## src/rtl/buraq_hazard_pkg.sv

```systemverilog
// Shared types and constants for the pipeline hazard controller.
//   hazard_state_e      : controller FSM states
//   DIV_LATENCY_DEFAULT : default EX occupancy of a DIV/REM instruction
//   hazard_ctrl_t       : the six pipeline stall/flush enables as one bundle
package buraq_hazard_pkg;

    typedef enum logic [1:0] {
        RUN         = 2'd0,
        LOAD_BUBBLE = 2'd1,
        DIV_WAIT    = 2'd2,
        DIV_RELEASE = 2'd3
    } hazard_state_e;

    localparam int DIV_LATENCY_DEFAULT = 34;

    typedef struct packed {
        logic pc_stall;
        logic if_id_stall;
        logic if_id_flush;
        logic id_ex_stall;
        logic id_ex_flush;
        logic ex_mem_flush;
    } hazard_ctrl_t;

    // Bundle order: pc_stall, if_id_stall, if_id_flush, id_ex_stall, id_ex_flush, ex_mem_flush
    localparam hazard_ctrl_t CTRL_NONE   = hazard_ctrl_t'(6'b000000);
    localparam hazard_ctrl_t CTRL_LOAD   = hazard_ctrl_t'(6'b110010);
    localparam hazard_ctrl_t CTRL_DIV    = hazard_ctrl_t'(6'b110101);
    localparam hazard_ctrl_t CTRL_BRANCH = hazard_ctrl_t'(6'b001010);

endpackage

```

## src/rtl/hazard_perf_counter.sv

```systemverilog
// 32-bit enabled event counter, wraps at 2^32, async active-high reset.
// Ports:
//   i_clk   : clock
//   i_rst   : async active-high reset (clears count)
//   i_en    : count this cycle
//   o_count : current count
module hazard_perf_counter (
    input  logic        i_clk,
    input  logic        i_rst,
    input  logic        i_en,
    output logic [31:0] o_count
);

    logic [31:0] r_count;

    always_ff @(posedge i_clk or posedge i_rst) begin
        if (i_rst)     r_count <= '0;
        else if (i_en) r_count <= r_count + 32'd1;
    end

    assign o_count = r_count;

endmodule

```

## src/rtl/hazard_control_unit.sv

```systemverilog
// Pipeline hazard controller for the 5-stage core (ID/EX boundary).
// Resolves what forwarding cannot: load-use bubbles, multi-cycle DIV/REM
// occupancy of EX, and taken-branch redirect flushes.
// Ports:
//   clk, reset                 : clock, async active-high reset
//   ID_RS1/ID_RS2, ID_Uses_RS* : source operands of the ID instruction
//   EX_RD, EX_Reg_File_EN      : destination of the EX instruction
//   EX_Mem_Read_EN             : EX instruction is a load
//   EX_Div_Start               : EX instruction is DIV/DIVU/REM/REMU
//   EX_Branch_Taken            : EX redirect
//   PC_Stall .. EX_MEM_Flush   : pipeline register stall/flush enables
//   Div_Busy, Div_Result_Valid : divider status
// Optional (macro HAZARD_PERF_CNT_EN): Load_Stall_Count, Div_Stall_Count,
// Flush_Count, 32-bit wrapping event counters.
module hazard_control_unit
    import buraq_hazard_pkg::*;
#(
    parameter int RegAddrWidth = 5,
    parameter int DivLatency   = DIV_LATENCY_DEFAULT,
    parameter int CntWidth     = 8
) (
    input  logic                    clk,
    input  logic                    reset,
    input  logic [RegAddrWidth-1:0] ID_RS1,
    input  logic [RegAddrWidth-1:0] ID_RS2,
    input  logic                    ID_Uses_RS1,
    input  logic                    ID_Uses_RS2,
    input  logic [RegAddrWidth-1:0] EX_RD,
    input  logic                    EX_Reg_File_EN,
    input  logic                    EX_Mem_Read_EN,
    input  logic                    EX_Div_Start,
    input  logic                    EX_Branch_Taken,
    output logic                    PC_Stall,
    output logic                    IF_ID_Stall,
    output logic                    IF_ID_Flush,
    output logic                    ID_EX_Stall,
    output logic                    ID_EX_Flush,
    output logic                    EX_MEM_Flush,
    output logic                    Div_Busy,
    output logic                    Div_Result_Valid
`ifdef HAZARD_PERF_CNT_EN
    ,
    output logic [31:0]             Load_Stall_Count,
    output logic [31:0]             Div_Stall_Count,
    output logic [31:0]             Flush_Count
`endif
);

    generate
        if (DivLatency < 2 || DivLatency > 255 || (DivLatency - 2) >= (1 << CntWidth)) begin : g_bad_cfg
            $error("hazard_control_unit: DivLatency out of range or DivLatency-2 does not fit in CntWidth");
        end
    endgenerate

    // Counter reload: the start cycle plus DivLatency-1 wait cycles (reload..0).
    localparam logic [CntWidth-1:0] DIV_RELOAD = CntWidth'(DivLatency - 2);

    hazard_state_e       r_state;
    logic [CntWidth-1:0] r_cnt;
    // Low during reset and the first cycle after release; masks all outputs
    // and holds the FSM in RUN for that cycle.
    logic                r_active;

    hazard_state_e       w_next;
    logic [CntWidth-1:0] w_cnt_next;
    hazard_ctrl_t        w_ctrl;
    logic                w_busy;
    logic                w_valid;
    logic                w_load_evt;
    logic                w_flush_evt;
    logic                w_load_use;

    // x0 is hardwired zero, so it never produces a hazard.
    assign w_load_use = EX_Mem_Read_EN & EX_Reg_File_EN & (EX_RD != '0) &
                        ((ID_Uses_RS1 & (ID_RS1 == EX_RD)) |
                         (ID_Uses_RS2 & (ID_RS2 == EX_RD)));

    always_comb begin
        w_next      = r_state;
        w_cnt_next  = r_cnt;
        w_ctrl      = CTRL_NONE;
        w_busy      = 1'b0;
        w_valid     = 1'b0;
        w_load_evt  = 1'b0;
        w_flush_evt = 1'b0;
        if (!r_active) begin
            w_next = RUN;
        end else begin
            case (r_state)
                RUN: begin
                    // Redirect first: the ID instruction is wrong-path.
                    if (EX_Branch_Taken) begin
                        w_ctrl      = CTRL_BRANCH;
                        w_flush_evt = 1'b1;
                    end else if (EX_Div_Start) begin
                        w_ctrl     = CTRL_DIV;
                        w_busy     = 1'b1;
                        w_cnt_next = DIV_RELOAD;
                        w_next     = DIV_WAIT;
                    end else if (w_load_use) begin
                        w_ctrl     = CTRL_LOAD;
                        w_load_evt = 1'b1;
                        w_next     = LOAD_BUBBLE;
                    end
                end
                // EX holds the bubble; nothing to detect.
                LOAD_BUBBLE: w_next = RUN;
                DIV_WAIT: begin
                    w_ctrl = CTRL_DIV;
                    w_busy = 1'b1;
                    if (r_cnt == '0) w_next = DIV_RELEASE;
                    else             w_cnt_next = r_cnt - CntWidth'(1);
                end
                // Same DIV still in EX: its Div_Start must not retrigger.
                DIV_RELEASE: begin
                    w_valid = 1'b1;
                    w_next  = RUN;
                end
                default: w_next = RUN;
            endcase
        end
    end

    always_ff @(posedge clk or posedge reset) begin
        if (reset) begin
            r_state  <= RUN;
            r_cnt    <= '0;
            r_active <= 1'b0;
        end else begin
            r_state  <= w_next;
            r_cnt    <= w_cnt_next;
            r_active <= 1'b1;
        end
    end

    assign PC_Stall         = w_ctrl.pc_stall;
    assign IF_ID_Stall      = w_ctrl.if_id_stall;
    assign IF_ID_Flush      = w_ctrl.if_id_flush;
    assign ID_EX_Stall      = w_ctrl.id_ex_stall;
    assign ID_EX_Flush      = w_ctrl.id_ex_flush;
    assign EX_MEM_Flush     = w_ctrl.ex_mem_flush;
    assign Div_Busy         = w_busy;
    assign Div_Result_Valid = w_valid;

`ifdef HAZARD_PERF_CNT_EN
    hazard_perf_counter u_load_cnt (
        .i_clk(clk), .i_rst(reset), .i_en(w_load_evt),  .o_count(Load_Stall_Count)
    );
    hazard_perf_counter u_div_cnt (
        .i_clk(clk), .i_rst(reset), .i_en(w_busy),      .o_count(Div_Stall_Count)
    );
    hazard_perf_counter u_flush_cnt (
        .i_clk(clk), .i_rst(reset), .i_en(w_flush_evt), .o_count(Flush_Count)
    );
`else
    logic w_unused_evt;
    assign w_unused_evt = w_load_evt ^ w_flush_evt;
`endif

endmodule

```

## config.mk

```make
export PLATFORM = sky130hd
export DESIGN_NAME = hazard_control_unit
export DESIGN_NICKNAME = d
export VERILOG_FILES = /design/src/rtl/buraq_hazard_pkg.sv /design/src/rtl/hazard_perf_counter.sv /design/src/rtl/hazard_control_unit.sv
export SDC_FILE = /design/constraint.sdc
export NUM_CORES = 1
export LEC_CHECK = 0
export CORE_ASPECT_RATIO = 0.9
export CORE_MARGIN = 4
export CORE_UTILIZATION = 38
export DETAILED_ROUTE_END_ITERATION = 8
export PLACE_DENSITY_LB_ADDON = 0.05
export SYNTH_ARGS = -nofsm -noshare
export SYNTH_HDL_FRONTEND = slang
export SYNTH_HIERARCHICAL = 1
export SYNTH_SLANG_ARGS = --single-unit
export TNS_END_PERCENT = 20
```

## constraint.sdc

```tcl
create_clock -name clk -period 2 [get_ports clk]
set_clock_uncertainty 0.1 [all_clocks]
set_input_delay 0.4 -clock clk [delete_from_list [all_inputs] [get_ports clk]]
set_output_delay 0.4 -clock clk [all_outputs]
set_load 0.1 [all_outputs]
```

==> impl_metrics.toml <==
[cts]
worstSkewPairLatency_ns = 0.28
numCtsBuffers = 3
cts_hold_buf = 0
ctsLongestPathBuffers = 2
cts_sinks = 11
htree_levels = 1
cts_tree = "done"
path_clk_slew_ns = 0.08
clock-root-buffer = "clkbuf_4"

[synthesis]
postSynthAreaPerCell_um2 = 8.80
synthFlopType = "dfrtp_1"
ys_seq_area_frac = 0.344
synth_edf_count = 0
ys_top_cells_by_area = "dfrtp_1 34%, xnor2_1 18%, nor2_1 4.7%"
netlist_instances = 91
synth_top_area_share = 0.344
ys_async_sr_fraction = 1.00
synth_seq_cells = 11
yosys-top-cells-count = "16 x xnor2_1, 11 x dfrtp_1, 10 x nor2_1"
synth_top_area_cell = "dfrtp_1"
syn_area_um2 = 801
syn_nets = 116
synth.most_common_cell = "xnor2_1"
yosys_warnings = 6
synth.distinct_cells = 30

[global_route]
grt_pass1_vias = 835
grt_usage = 0.168
grt_pass1_wl_mm = 3.71
gr-total-overflow = 0
antenna_found_initial = 0
grt_max_degree = 12

[critical_path]
critPathLaunchType = "input port"
end_kind = "output port"
reg2reg_to = "r_cnt[3]$_DFFE_PP0P_"
path_cells = "buf_6 -> or4_4 -> o211ai_1 -> nand2b_4 -> o21bai_4 -> buf_12"
reg2regPathDepth = 8
rrSetupSlack_ns = -0.01
critPathMaxFanout = 2
critPathCapture = "ID_EX_Flush"
cpLargestDelayFamily = "simple AND/OR/NAND/NOR gates"
required_ns = 1.50
path_buf_inv = 2
max_stage_delay_ns = 0.51
path_class = "input port to output port"
slowest_stage = "or4_4"
cp.arrival_ns = 1.64
r2r-start = "r_cnt[0]$_DFFE_PP0P_"
path_depth = 6
setup.worst_path.start = "EX_RD[1]"

[floorplan]
rows = 15
start_util = 0.410
die_y_um = 51.6
die_area_um2 = 2910
core_area_um2 = 1950
die_w_um = 56.4
num_io_pins = 31

[sta]
setup_ws_ns = -0.140
hold_viol = 0
clock.fmax_ghz = 0.467
drv_slew = 0
finalCritPeriodShare = 1.07
fin_crit_ns = 2.14
rsz0062_at_grt = "yes"
setup_viol = 4

[power]
p_total_w = 0.00110
p_leak_nw = 0.626
power.density_nw_per_um2 = 771
ir_worst_vdd_mv = 0.709

[routing]
drc = 0
drt_iter0_markers = 9
antenna_left = 0
wl_mm = 2.31
wire_per_inst_um = 14.2
drtPass1Iterations = 3
num_vias = 812
via_per_inst = 5.01

[placement]
place_congestion = 0.876
placed_cell_area_um2 = 1340
portBuffers = 30
pre_cts_ws_ns = -0.541
dp_hpwl_mm = 1.85

[run_status]
violations = "setup timing"
status = "finished with violations"

[run]
maxCapViolations = 0

[final_layout]
area.growth.synth_to_final_pct = 77.8
design_area_um2 = 1420
nets = 163
drive_gt1_frac = 0.372
fillCellCount = 157
diodes = 0

[min_path]
min_path_type = "input port to asynchronous set/reset pin"
-- per-stage QoR --
stage	util	instances	TNS (ns)	hold slack, ns
2_1_floorplan	-	91	-0.901	0.152
3_3_place_gp	0.686	156	-2.64	0.391
3_5_place_dp	0.686	156	-3.12	0.396
4_1_cts	0.712	163	-0.533	0.319
5_1_grt	0.729	162	-0.924	0.348
6_report	0.729	162	-0.399	0.313
-- cells in the final DEF (no fill, tap or decap), types with 2 or more instances in the layout --
cell	count
buf_4	16
xnor2_2	2
xnor2_1	14
dlygate4sd2_1	11
clkbuf_4	3
ha_1	2
dfrtp_1	11
o21bai_4	2
buf_2	2
nor3_4	2
clkdlybuf4s50_1	5
nand2b_1	2
inv_1	3
nand2_1	4
nor3_1	6
and4b_1	2
buf_6	2
nand4_1	2
buf_12	8
o21ai_0	3
nor2_1	9
-- state kept, by name, summed over array words and instances (netlist names) --
register	count
r_state	2
r_active	1
r_cnt	8
-- how the worst min path moves through the flow --
stage / startpoint / endpoint / slack, ns
after global placement: r_cnt[1]$_DFFE_PP0P_ / r_cnt[1]$_DFFE_PP0P_ / 0.39
after floorplan: reset / r_active$_DFF_PP0_ / 0.15
final: reset / r_cnt[3]$_DFFE_PP0P_ / 0.31
after CTS: reset / r_cnt[3]$_DFFE_PP0P_ / 0.32
after detailed placement: r_cnt[1]$_DFFE_PP0P_ / r_cnt[1]$_DFFE_PP0P_ / 0.40
after global routing: reset / r_cnt[1]$_DFFE_PP0P_ / 0.35
-- per-layer routing --
metal	global-route usage	vias to the layer above	part of all wire
met2	0.317	25	0.54
met3	0.0571	5	0.053
met5	0	-	0
li1	-	402	-
met4	0.0237	0	0.013
met1	0.187	380	0.39
-- logic make-up after synthesis --
group | synth area share
compound gates | 0.105
simple gates | 0.284
fa+ha+maj | 0.0312
xor+xnor | 0.175
flops | 0.344
buf+inv | 0.0562
other cells | 0.00468
-- repair_timing --
action                     in CTS  in global routing
resized for setup              35                 11
pin swaps                      16                 11
setup endpoints to repair       8                 14
setup buffers                   3                  0
-- area by class of cell --
class / count / area [µm²] / area share
repair buffers: 46 / 477 / 0.335
multi-input cells: 71 / 591 / 0.415
clock buffers: 3 / 22.5 / 0.0158
inverters: 5 / 22.5 / 0.0158
well taps: 25 / 31.3 / 0.0220
flip-flops and latches: 11 / 275 / 0.193
clock inverters: 1 / 5.00 / 0.00351
-- where the power goes --
part | total [W] | leakage, nW | internal [W] | switching [W]
clock network | 0.000154 | 0.0177 | 0.0000742 | 0.0000793
logic | 0.000591 | 0.467 | 0.000289 | 0.000302
registers | 0.000354 | 0.141 | 0.000284 | 0.0000695
Power figures use the tool's default switching activity.
==> RTL edit: new RTL, config.mk and constraints unchanged <==
Make the reset (`reset`) synchronous in one clocked block. Comments in the files are not updated.
--- a/src/rtl/hazard_control_unit.sv
+++ b/src/rtl/hazard_control_unit.sv
@@ -121,7 +121,7 @@
         end
     end
 
-    always_ff @(posedge clk or posedge reset) begin
+    always_ff @(posedge clk) begin
         if (reset) begin
             r_state  <= RUN;
             r_cnt    <= '0;
Formal check against the unedited RTL: differs if reset is asserted again (counterexample within 4 cycles, from zero or initial values and one cycle with reset high); with reset held inactive, the same outputs for 10 cycles.
==> RTL edit against the original RTL <==
- the flow still finishes with violations (setup timing)
- global-route usage down 0.81 points
- cell area down 5.5%
- synthesized area down 0.78%
- die area down 0.67%
- sequential share of layout area down 2.7 points
- worst setup slack better by 0.041 ns
- routed wire length down 4.9%
- hold slack better by 0.079 ns
- sequential cell count unchanged
- cell count down 0.62%
- critical path depth up 1
- register-to-register slack better by 0.13 ns
- critical endpoint is now IF_ID_Stall
- largest cell class unchanged
- highest routed layer unchanged
Power is not compared: it rests on default switching activity, and its combinational part moved more than twofold at a synthesized area within 25%.
==> RTL edit: results (changes against the original RTL) <==
| Metric | Value |
|---|---|
| Mux contribution to synthesized area | `0.0126 (+0.0126)` |
| Via count | `865 (+6.5%)` |
| # setup viols final | `3 (-1)` |
| Met2 WL | `1.10 mm (-12%)` |
| Synth Net Count | `121 (+4.3%)` |
| Invs w/o clock | `6 (+1)` |
| Synth area leaders | `dfxtp_1 (28%), xor2_1 (8.8%), a21boi_1 (3.8%)` |
| Syn Area/Cell | `8.28 sq um (-5.9%)` |
| Multi-input gate share of the layout cell area | `0.442 (+0.0271)` |
| Max FO, Critical Path | `3 (+1)` |
| Routed WL | `2.19 mm (-4.9%)` |
| Post-synth top cells | `dfxtp_1 (11), xor2_1 (8), inv_1 (6)` |
| Detail Placement HPWL | `1.80 mm (-2.7%)` |
| Comb_multi_in | `75 (+5.6%)` |
| Nets | `162 (-0.61%)` |
| Ys async rst share | `0 (-1.00)` |
| GRT Total Usage | `0.160 (-0.00810)` |
| Outcome | `finished, violations left` |
| Critical Path AT | `1.60 ns (-0.04 ns)` |
| Clk_buf instances | `4 (+1)` |
| Signal buffers | `40 (-13%)` |
| DRT iter0 DRCs | `8 (-1)` |
| Post-Synth Adder-Cell Area | `0.0315 (+0.000246)` |
| TNS Setup | `-0.281 ns (+0.119 ns)` |
| RD Place Congestion | `0.835 (-4.7%)` |
| Setup slack after layout | `-0.0989 ns (+0.0409 ns)` |
| Fraction of cell area in non-clock buffers | `0.329 (-0.00549)` |
| WL met1 | `925 um (+2.0%)` |
| Global-route wire length before repair | `3.52 mm (-5.2%)` |
| Sequential share of the synthesized area | `0.277 (-0.0666)` |
| R2R Path End | `r_cnt[0]$_SDFFE_PP0P_` |
| Netlist cell types | `38 (+27%)` |
| Violated checks | `setup timing` |
| Xor and xnor fraction of the mapped netlist area | `0.110 (-0.0648)` |
| WL/cell | `13.6 um (-4.3%)` |
==> RTL edit: what timing repair did <==
item / CTS / global route
endpoints found under the setup margin: 6 / 9
pin swaps: 13 / 5
buffers inserted: 1 / 0
endpoints found under the hold margin: 0 / 0
resized for setup: 57 / 10
==> RTL edit: worst max-delay path by stage <==
stage               from  depth (start not counted)  slack, ns           to
2_1_floorplan   EX_RD[3]                          5      -0.39     PC_Stall
3_3_place_gp    EX_RD[2]                          6      -0.49     PC_Stall
3_5_place_dp    EX_RD[2]                          6      -0.54  IF_ID_Stall
4_1_cts         EX_RD[1]                          6      -0.14  ID_EX_Flush
5_1_grt        ID_RS1[2]                          6      -0.18     PC_Stall
6_report        EX_RD[1]                          7       -0.1  IF_ID_Stall
==> RTL edit: logic make-up (layout without fill, tap and decap cells) <==
group,count (synthesis),after routing
fa+ha+maj,2,2
xor+xnor,10,10
flops,11,11
mux,1,1
buf+inv,10,50
simple gates,38,38
compound gates,24,24
==> RTL edit: critical path, stage by stage <==
cell and delay, ns:
buf_8 0.10, buf_4 0.12, xor2_1 0.14, nor4_2 0.28, a32oi_2 0.13, o21ai_4 0.23
buf_12 0.20
==> RTL edit: routing by layer <==
metal  vias up  track usage
met1       406        0.175
met5         -            0
met2        23        0.284
li1        430            -
met3         6       0.0556
met4         0       0.0593
==> RTL edit: stage by stage <==
step,power [mW],area (sq um),hold WS [ns],setup WS [ns]
global route,0.723,1350,0.426,-0.178
floorplan,0.407,828,0.353,-0.386
finish,0.680,1350,0.392,-0.0989
CTS,0.685,1320,0.398,-0.142
global placement,0.516,1270,0.369,-0.488
detailed placement,0.521,1270,0.388,-0.539
